### config.mk
export PLATFORM = sky130hd
export DESIGN_NAME = image_eth_deformatter
export DESIGN_NICKNAME = d
export VERILOG_FILES = /design/src/rtl/image_eth_pkg.sv /design/src/rtl/eth_byte_serializer.sv /design/src/rtl/image_eth_deformatter.sv
export SDC_FILE = /design/constraint.sdc
export NUM_CORES = 1
export LEC_CHECK = 0
export BUFFER_PORTS_ARGS = -buffer_cell sky130_fd_sc_hd__buf_2
export CAP_MARGIN = 5
export CORE_MARGIN = 1
export CORE_UTILIZATION = 38
export DETAILED_ROUTE_END_ITERATION = 12
export GPL_TIMING_DRIVEN = 0
export PLACE_DENSITY_LB_ADDON = 0.05
export SLEW_MARGIN = 15
export SYNTH_ARGS = -nofsm -noshare
export SYNTH_HDL_FRONTEND = slang
export SYNTH_SLANG_ARGS = --single-unit
### constraint.sdc
create_clock -name clk_pixel -period 2.1 [get_ports clk_pixel]
set_clock_uncertainty 0.05 [all_clocks]
set_input_delay 0.105 -clock clk_pixel [delete_from_list [all_inputs] [get_ports clk_pixel]]
set_output_delay 0.105 -clock clk_pixel [all_outputs]
set_load 0.02 [all_outputs]
### src/rtl/image_eth_pkg.sv
// Shared definitions for the Ethernet line packer / deformatter pair.
// HDR0 = {SOF, EOF, HDR_MARKER}; HDR1 = line index; then IMG_WIDTH/8 payload bytes.
package image_eth_pkg;

  localparam logic [5:0]  HDR_MARKER = 6'h2A;
  localparam int unsigned SOF_BIT    = 7;
  localparam int unsigned EOF_BIT    = 6;
  localparam int unsigned HDR_BYTES  = 2;

  typedef enum logic [2:0] {
    StIdle,
    StHdr0,
    StHdr1,
    StLine,
    StGap
  } deform_state_e;

  function automatic logic hdr_marker_ok(input logic [7:0] b);
    return b[5:0] == HDR_MARKER;
  endfunction

endpackage

### src/rtl/eth_byte_serializer.sv
// 8-bit MSB-first shift register.
// Ports:
//   clk_pixel, rst_n   clock and async active-low reset
//   i_load, i_data     load a new byte (wins over a simultaneous shift)
//   i_shift            advance one bit
//   o_bit              current bit (bit 7 of the register)
//   o_empty            no bits left
//   o_last             exactly one bit left
//   o_low              at most two bits left (prefetch window)
module eth_byte_serializer (
  input  logic       clk_pixel,
  input  logic       rst_n,
  input  logic       i_load,
  input  logic [7:0] i_data,
  input  logic       i_shift,
  output logic       o_bit,
  output logic       o_empty,
  output logic       o_last,
  output logic       o_low
);

  logic [7:0] r_sh;
  logic [2:0] r_cnt;   // bits remaining minus one, meaningful while r_full
  logic       r_full;

  always_ff @(posedge clk_pixel or negedge rst_n) begin
    if (!rst_n) begin
      r_sh   <= 8'h00;
      r_cnt  <= 3'd0;
      r_full <= 1'b0;
    end else if (i_load) begin
      r_sh   <= i_data;
      r_cnt  <= 3'd7;
      r_full <= 1'b1;
    end else if (i_shift && r_full) begin
      r_sh <= {r_sh[6:0], 1'b0};
      if (r_cnt == 3'd0) begin
        r_full <= 1'b0;
      end else begin
        r_cnt <= r_cnt - 3'd1;
      end
    end
  end

  assign o_bit   = r_sh[7];
  assign o_empty = !r_full;
  assign o_last  = r_full && (r_cnt == 3'd0);
  assign o_low   = !r_full || (r_cnt <= 3'd1);

endmodule

### src/rtl/image_eth_deformatter.sv
// Pops line records from a byte FIFO (1-cycle read latency) and regenerates a
// 1-bit pixel stream with valid/hsync/vsync.
// Ports:
//   clk_pixel, rst_n            pixel/FIFO read clock, async active-low reset
//   fifo_empty, fifo_usedw      FIFO status
//   read_data, read_req         FIFO data (valid the cycle after read_req) and pop strobe
//   valid, hsync, vsync, sobel  pixel stream
//   line_idx                    HDR1 of the line being emitted
//   hdr_err, frame_done         1-cycle status pulses
module image_eth_deformatter
  import image_eth_pkg::*;
#(
  parameter int unsigned IMG_WIDTH = 16,
  parameter int unsigned USEDW_W   = 10,
  parameter int unsigned LINE_GAP  = 3
) (
  input  logic               clk_pixel,
  input  logic               rst_n,
  input  logic               fifo_empty,
  input  logic [USEDW_W-1:0] fifo_usedw,
  input  logic [7:0]         read_data,
  output logic               read_req,
  output logic               valid,
  output logic               hsync,
  output logic               vsync,
  output logic               sobel,
  output logic [7:0]         line_idx,
  output logic               hdr_err,
  output logic               frame_done
);

  localparam int unsigned BYTES = IMG_WIDTH / 8;
  localparam int unsigned BC_W  = $clog2(BYTES) + 1;
  localparam int unsigned GAP_W = $clog2(LINE_GAP + 1);
  localparam logic [USEDW_W-1:0] REC_WORDS = USEDW_W'(BYTES + HDR_BYTES);

  deform_state_e r_state, w_state_nxt;

  logic            r_pend;      // a pop was issued last cycle, read_data is valid now
  logic            r_sof, r_eof;
  logic            r_vs, r_hs_act;
  logic            r_hdr_err, r_frame_done;
  logic [7:0]      r_line_idx;
  logic [BC_W-1:0] r_bytes_left; // payload bytes still to pop
  logic [GAP_W-1:0] r_gap_cnt;

  logic w_read_req, w_load, w_shift, w_valid;
  logic w_hdr_err_set, w_fd_set, w_latch_hdr0, w_latch_hdr1;
  logic w_ser_bit, w_ser_empty, w_ser_last, w_ser_low;

  eth_byte_serializer u_ser (
    .clk_pixel (clk_pixel),
    .rst_n     (rst_n),
    .i_load    (w_load),
    .i_data    (read_data),
    .i_shift   (w_shift),
    .o_bit     (w_ser_bit),
    .o_empty   (w_ser_empty),
    .o_last    (w_ser_last),
    .o_low     (w_ser_low)
  );

  assign w_valid = (r_state == StLine) && !w_ser_empty;

  always_comb begin
    w_state_nxt   = r_state;
    w_read_req    = 1'b0;
    w_load        = 1'b0;
    w_shift       = 1'b0;
    w_hdr_err_set = 1'b0;
    w_fd_set      = 1'b0;
    w_latch_hdr0  = 1'b0;
    w_latch_hdr1  = 1'b0;
    unique case (r_state)
      StIdle: begin
        if ((fifo_usedw >= REC_WORDS) && !fifo_empty) begin
          w_read_req  = 1'b1;
          w_state_nxt = StHdr0;
        end
      end
      StHdr0: begin
        if (!r_pend) begin
          w_state_nxt = StIdle;
        end else if (hdr_marker_ok(read_data)) begin
          w_latch_hdr0 = 1'b1;
          // New frame while the previous one never saw its EOF.
          if (read_data[SOF_BIT] && r_vs) w_hdr_err_set = 1'b1;
          w_read_req  = !fifo_empty;
          w_state_nxt = StHdr1;
        end else begin
          // Drop the byte and keep hunting for a marker.
          w_hdr_err_set = 1'b1;
          if (fifo_empty) w_state_nxt = StIdle;
          else            w_read_req  = 1'b1;
        end
      end
      StHdr1: begin
        w_read_req = !fifo_empty;
        if (r_pend) begin
          w_latch_hdr1 = 1'b1;
          if (r_sof) w_hdr_err_set = (read_data != 8'd0);
          else       w_hdr_err_set = (read_data != 8'(r_line_idx + 8'd1));
          w_state_nxt = StLine;
        end
      end
      StLine: begin
        w_load     = r_pend;
        w_shift    = !w_ser_empty;
        // Pop when two bits remain so the byte lands as the last bit shifts out.
        w_read_req = (r_bytes_left != '0) && !r_pend && !fifo_empty && w_ser_low;
        if (w_ser_last && !r_pend && (r_bytes_left == '0)) begin
          w_fd_set    = r_eof;
          w_state_nxt = StGap;
        end
      end
      StGap: begin
        if (r_gap_cnt == GAP_W'(LINE_GAP - 1)) w_state_nxt = StIdle;
      end
      default: w_state_nxt = StIdle;
    endcase
  end

  always_ff @(posedge clk_pixel or negedge rst_n) begin
    if (!rst_n) begin
      r_state      <= StIdle;
      r_pend       <= 1'b0;
      r_sof        <= 1'b0;
      r_eof        <= 1'b0;
      r_vs         <= 1'b0;
      r_hs_act     <= 1'b0;
      r_hdr_err    <= 1'b0;
      r_frame_done <= 1'b0;
      r_line_idx   <= 8'd0;
      r_bytes_left <= '0;
      r_gap_cnt    <= '0;
    end else begin
      r_state      <= w_state_nxt;
      r_pend       <= w_read_req;
      r_hdr_err    <= w_hdr_err_set;
      r_frame_done <= w_fd_set;
      if (w_latch_hdr0) begin
        r_sof <= read_data[SOF_BIT];
        r_eof <= read_data[EOF_BIT];
      end
      if (w_latch_hdr1) begin
        r_line_idx   <= read_data;
        r_bytes_left <= BC_W'(BYTES) - {{(BC_W-1){1'b0}}, w_read_req};
      end else if ((r_state == StLine) && w_read_req) begin
        r_bytes_left <= r_bytes_left - BC_W'(1);
      end
      if (r_state != StLine) r_hs_act <= 1'b0;
      else if (w_valid)      r_hs_act <= 1'b1;
      if (w_valid && r_sof) r_vs <= 1'b1;
      if (w_fd_set)         r_vs <= 1'b0;
      if (r_state == StGap) r_gap_cnt <= r_gap_cnt + GAP_W'(1);
      else                  r_gap_cnt <= '0;
    end
  end

  // Gated so the FIFO is never popped while reset is held.
  assign read_req   = w_read_req & rst_n;
  assign valid      = w_valid;
  assign sobel      = w_valid & w_ser_bit;
  assign hsync      = (r_state == StLine) && (w_valid || r_hs_act);
  assign vsync      = r_vs || (w_valid && r_sof);
  assign line_idx   = r_line_idx;
  assign hdr_err    = r_hdr_err;
  assign frame_done = r_frame_done;

endmodule
# [Word-level counts from Yosys, hierarchy flattened]
# Cells that the tools add are included.
[totals] regBits=34 input_bits=21 out_inout_bits=15
[op_classes] n_addsub=5 order_cmp=2 n_eq_ne=14 mux=43 n_bitwise=2 reduce_logical=32
[ops] cell="3-bit two-way mux" count=10
[ops] cell="1-bit two-way mux" count=25
[ops] cell="8-bit two-way mux" count=2
[ops] cell="3-bit one-hot mux with 5 select lines" count=1
[ops] cell="1-bit logical AND" count=13
[ops] cell="2-bit nonzero test" count=6
[ops] cell="10-bit by 3-bit greater-or-equal comparator with 1-bit output (second input constant)" count=1
[ops] cell="8-bit by 1-bit adder with 8-bit output (second input constant)" count=1
[ops] cell="8-bit inequality test" count=1
[ops] cell="8-bit nonzero test" count=1
[ops] cell="3-bit by 2-bit == test with 1-bit output (second input constant)" count=2
[ops] cell="6-bit == test (second input constant)" count=1
[ops] cell="3-bit zero test" count=2
[ops] cell="2-bit two-way mux" count=3
[ops] cell="2-bit inequality test (second input constant)" count=3
[ops] cell="5-bit AND reduction" count=1
[ops] cell="2-bit by 1-bit inequality test with 1-bit output (second input constant)" count=2
[ops] cell="4-bit inequality test (second input constant)" count=1
[ops] cell="1-bit one-hot mux with 4 select lines" count=1
[ops] cell="2-bit AND reduction" count=2
[ops] cell="3-bit by 1-bit == test with 1-bit output (second input constant)" count=1
[ops] cell="3-bit == test (second input constant)" count=1
[ops] cell="3-bit by 1-bit <= comparator with 1-bit output (second input constant)" count=1
[ops] cell="1-bit zero test" count=3
[ops] cell="10 further kinds" count=13

# [Logic depth before layout (Yosys ltp)]
[depth] depth_word=8 mapped_depth=7 depth_no_buf=6

# [Cells and area by module]
# Synthesis repeated with hierarchy kept, for this count alone.
[unflattened] hier_cells=192 hier_area_um2=1930.6
[by_module_without_submodules] mod="image_eth_deformatter" instances=1 cells_per_inst=130 area_per_inst_um2=1312.5
[by_module_without_submodules] mod="eth_byte_serializer" instances=1 cells_per_inst=62 area_per_inst_um2=618.1

# [Worst setup path after synthesis]
# OpenSTA, ideal clock, no wires.
[synth_timing] path_type="reg2out" startpoint="register r_pend" endpoint="output read_req" arrival_ps=1432 t_required_ps=1945 setup_slack_ps=513 path_stages_with_launch=6 n_path_buf=1 path_cell_list="dfrtp_1 -> clkbuf_1 -> inv_1 -> o21ai_0 -> nand3b_1 -> a211oi_1"
[synth_via] elab_chain_cells=6 elab_cells_between_ends=7 cone_classes="2 x mux; 1 x bitwise; 4 x reduce/logical"
[synth_lines] element="start, declared" line_no="image_eth_deformatter.sv:39" source="logic r_pend;"
[synth_lines] element="start signal, assigned" line_no="image_eth_deformatter.sv:138" source="r_pend <= w_read_req;"
[synth_lines] element="1-bit zero test" line_no="image_eth_deformatter.sv:110" source="w_read_req = (r_bytes_left != '0) && !r_pend && !fifo_empty && w_ser_low;"
[synth_lines] element="1-bit logical AND (3 in a row)" line_no="image_eth_deformatter.sv:110"
[synth_lines] element="1-bit one-hot mux with 4 select lines (*)" line_no="image_eth_deformatter.sv:74" source="unique case (r_state)"
[synth_lines] element="1-bit bitwise AND (*)" line_no="image_eth_deformatter.sv:161" source="assign read_req = w_read_req & rst_n;"
[synth_lines] element="end, declared" line_no="image_eth_deformatter.sv:22" source="output logic read_req,"
# Mark *: on every way between the ends. The rest lies on a longest branch, timed or not.

# [Final worst setup path]
[layout_timing] startpoint="input rst_n" endpoint="output read_req"
[layout_via] elab_chain_cells=1
[layout_lines] element="start, declared" line_no="image_eth_deformatter.sv:18" source="input logic rst_n,"
[layout_lines] element="1-bit bitwise AND" line_no="image_eth_deformatter.sv:161"
# Every way passes these cells.

==> results by group <==
Detailed routing
  – WL final: 4430 um
  – DRT Pass-1 Iters: 4
  – Via/cell ratio: 5.18
  – Via count: 1560
  – Residual DRC: 0
  – Post-DRT Antenna Nets: 0
  – Wirelength per Cell: 14.7 um
  – DRT iter0 DRCs: 30

Clocking
  – CTS root buffer: clkbuf_8
  – Skew-Pair Late Insertion Delay: 290 ps
  – Clock tree sinks: 34
  – PostCTS Resize Cnt: 0
  – CTS Buf Count: 5
  – H-tree depth: 2
  – TritonCTS clock tree: yes
  – Max Root-Sink Buffers: 2
  – Clk slew on worst S/H paths: 70 ps

STA
  – Final min period: 1860 ps
  – Hold Vio Cnt, Final: 0
  – Slew @ Worst Pin: 798 ps
  – Setup violations, final: 0
  – Sum Neg Setup Slack: 0 ps
  – Final worst slack: 237 ps
  – Fmax: 537 MHz
  – Max Slew Vio Count: 0
  – Fin crit share: 88.7%
  – Rel. slew slack: 46.8%
  – Final hold slack: 65.0 ps
  – Unrepaired setup endpoints after global routing: false

Setup path
  – Biggest cell delay along the critical path: 620 ps
  – Worst EP required: 1950 ps
  – Startpoint Class: input port
  – Crit path max-delay family: buffers and inverters
  – Reg2reg setup slack: 440 ps
  – Crit-path max FO: 35
  – CP max-delay cell: buf_2
  – CP Cell Sequence: dlygate4sd3_1 -> buf_2 -> inv_1 -> a211oi_1 -> buf_2
  – Critical Path Sink Type: output pin
  – Most used cell, CP: buf_2
  – CP Buf/Inv Count: 4
  – Setup CP Type: in2out
  – Arr. time, crit path: 1710 ps

Synthesis
  – Avg Inst Size Synth: 9.64 um^2
  – Post-synth top area share: 45.3%
  – Prevailing post-synth register cell: dfrtp_1
  – Synthesized Nets: 221
  – Largest area contributor in the netlist: dfrtp_1
  – Flop and latch count out of synthesis: 34
  – Commonest cells post-synth: 34 x dfrtp_1, 25 x nand2_1, 20 x nor2_1
  – Cell Area, Synth: 0.00188 mm^2
  – Count leader, synth: dfrtp_1
  – YS warnings: 0
  – Post-synth EDFFs: 0
  – Sequential-to-total area share from yosys stat: 45.3%
  – Post-synthesis cell count: 195
  – Synth cell types: 45
  – FFs w/ async S/R, synth: 100%
  – Synth area leaders: dfrtp_1 45%, mux2_2 6.0%, nand2_1 5.0%

Outcome
  – Status: finished clean

Cells and area
  – Layout net count: 260
  – Share of layout cells above drive strength 1: 24.8%
  – Number of antenna diodes: 0
  – Area Overhead vs Synth: 17.4%
  – Fillers: 487
  – Fin util: 46.4%
  – Finished Layout Cells: 301

Place
  – Input/output buffers: 32
  – HPWL Detailed: 3250 um
  – # placed instances: 294
  – Placer Congestion: 0.790
  – Worst slack, placed: 451 ps

GRT
  – Grt ovf: 0
  – Number of global-route vias before repair: 1533
  – Global-route wire length before repair: 7400 um
  – Initial antenna violation count: 0
  – Largest net degree at the start of global routing: 36
  – All-Layer GR Usage: 18.7%

Die
  – Row Count: 25
  – Initial Utilization: 39.5%
  – Die Span X: 72.3 um
  – DIE AREA: 0.00523 mm^2
  – Placeable Area: 0.00475 mm^2
  – Io pins: 36
  – Die Y: 72.3 um

Min path
  – Hold Crit Class: in2reg

Power
  – Leakage power: 1.07 nW
  – Maximum vdd drop: 541 uV
  – PD cells: 1140 mW/mm^2

Flow run
  – Max_cap viols: 0
[registers in the layout, summed over array words and instances (netlist names)]
signal	count
frame_done	1
hdr_err	1
line_idx	8
r_bytes_left	2
r_eof	1
r_gap_cnt	2
r_hs_act	1
r_pend	1
r_sof	1
r_state	3
r_vs	1
u_ser.r_cnt	3
u_ser.r_full	1
u_ser.r_sh	8
[area by class of cell]
| class | instances | area, um^2 | share of cell area [%] |
|---|---|---|---|
| Multi-Input combinational cell | 143 | 942 | 42.7 |
| Sequential cell | 34 | 851 | 38.6 |
| Timing Repair Buffer | 33 | 170 | 7.71 |
| Inverter | 11 | 42.5 | 1.93 |
| Clock buffer | 7 | 76.3 | 3.46 |
| Tap cell | 67 | 83.8 | 3.80 |
| Buffer | 6 | 40.0 | 1.82 |
[tightest hold or removal path, stage by stage]
cell	delay, ps
buf_2	130
nand3_1	90
nand2_1	50
[final timing paths]
kind	from	endpoint	depth (start not counted)
max	rst_n	read_req	5
min reg2reg	r_gap_cnt[0]	r_gap_cnt[0]	1
max reg2reg	line_idx[0]	hdr_err	5
min	read_data[0]	u_ser.r_sh[0]	3
max in group asynchronous	rst_n	r_state[1]	2
min in group asynchronous	rst_n	r_bytes_left[0]	2
[layer usage]
| layer | vias up | wire [um] | global-route usage, % |
|---|---|---|---|
| li1 | 759 | - | - |
| met2 | 24 | 2090 | 30.2 |
| met5 | - | 0 | 0 |
| met1 | 771 | 2140 | 24.3 |
| met3 | 6 | 136 | 4.58 |
| met4 | 0 | 61 | 6.54 |
[power by group]
part           internal [mW]  leakage [nW]  switching (mW)
sequential             0.889         0.427           0.224
clock                  0.228        0.0383           0.229
combinational          0.427         0.609           0.516
[repair_timing]
| action | CTS | global route |
|---|---|---|
| hold buffers | 1 | 0 |
| setup buffers | 0 | 0 |
| setup endpoints to repair | 0 | 1 |
| endpoints found under the hold margin | 34 | 0 |
[cells in the final DEF (no fill, tap or decap), drive strengths merged, types with 2 or more instances in the layout]
master,n
or3,2
nand3,9
nand2b,2
nand2,26
a21oi,5
mux2,10
nor4,3
clkbuf,8
a31oi,8
and3b,2
nor4b,2
buf,37
dfrtp,34
xnor2,8
xor2,4
mux2i,2
nor2,20
a311oi,2
nand4,2
o21ai,8
nor2b,2
nand3b,2
ha,5
and3,6
inv,10
[kinds of logic (layout without fill, tap and decap cells)]
logic type,after synthesis,in the layout,share of synthesized area [%]
and+or+nand+nor,83,83,23.7
DFF,34,34,45.3
AOI/OAI and AO/OA,31,31,10.5
buffers and inverters,18,57,4.59
xor gates and xnor gates,12,12,5.59
muxes,12,12,7.06
adders and majority gates,5,5,3.33
[per-stage QoR]
step	instance area, um^2	power (mW)
global route	2210	2.72
finish	2210	2.51
CTS	2210	2.54
global placement	2120	2.02
detailed placement	2120	2.07
floorplan	1880	1.77
(Power assumes the default switching activity.)
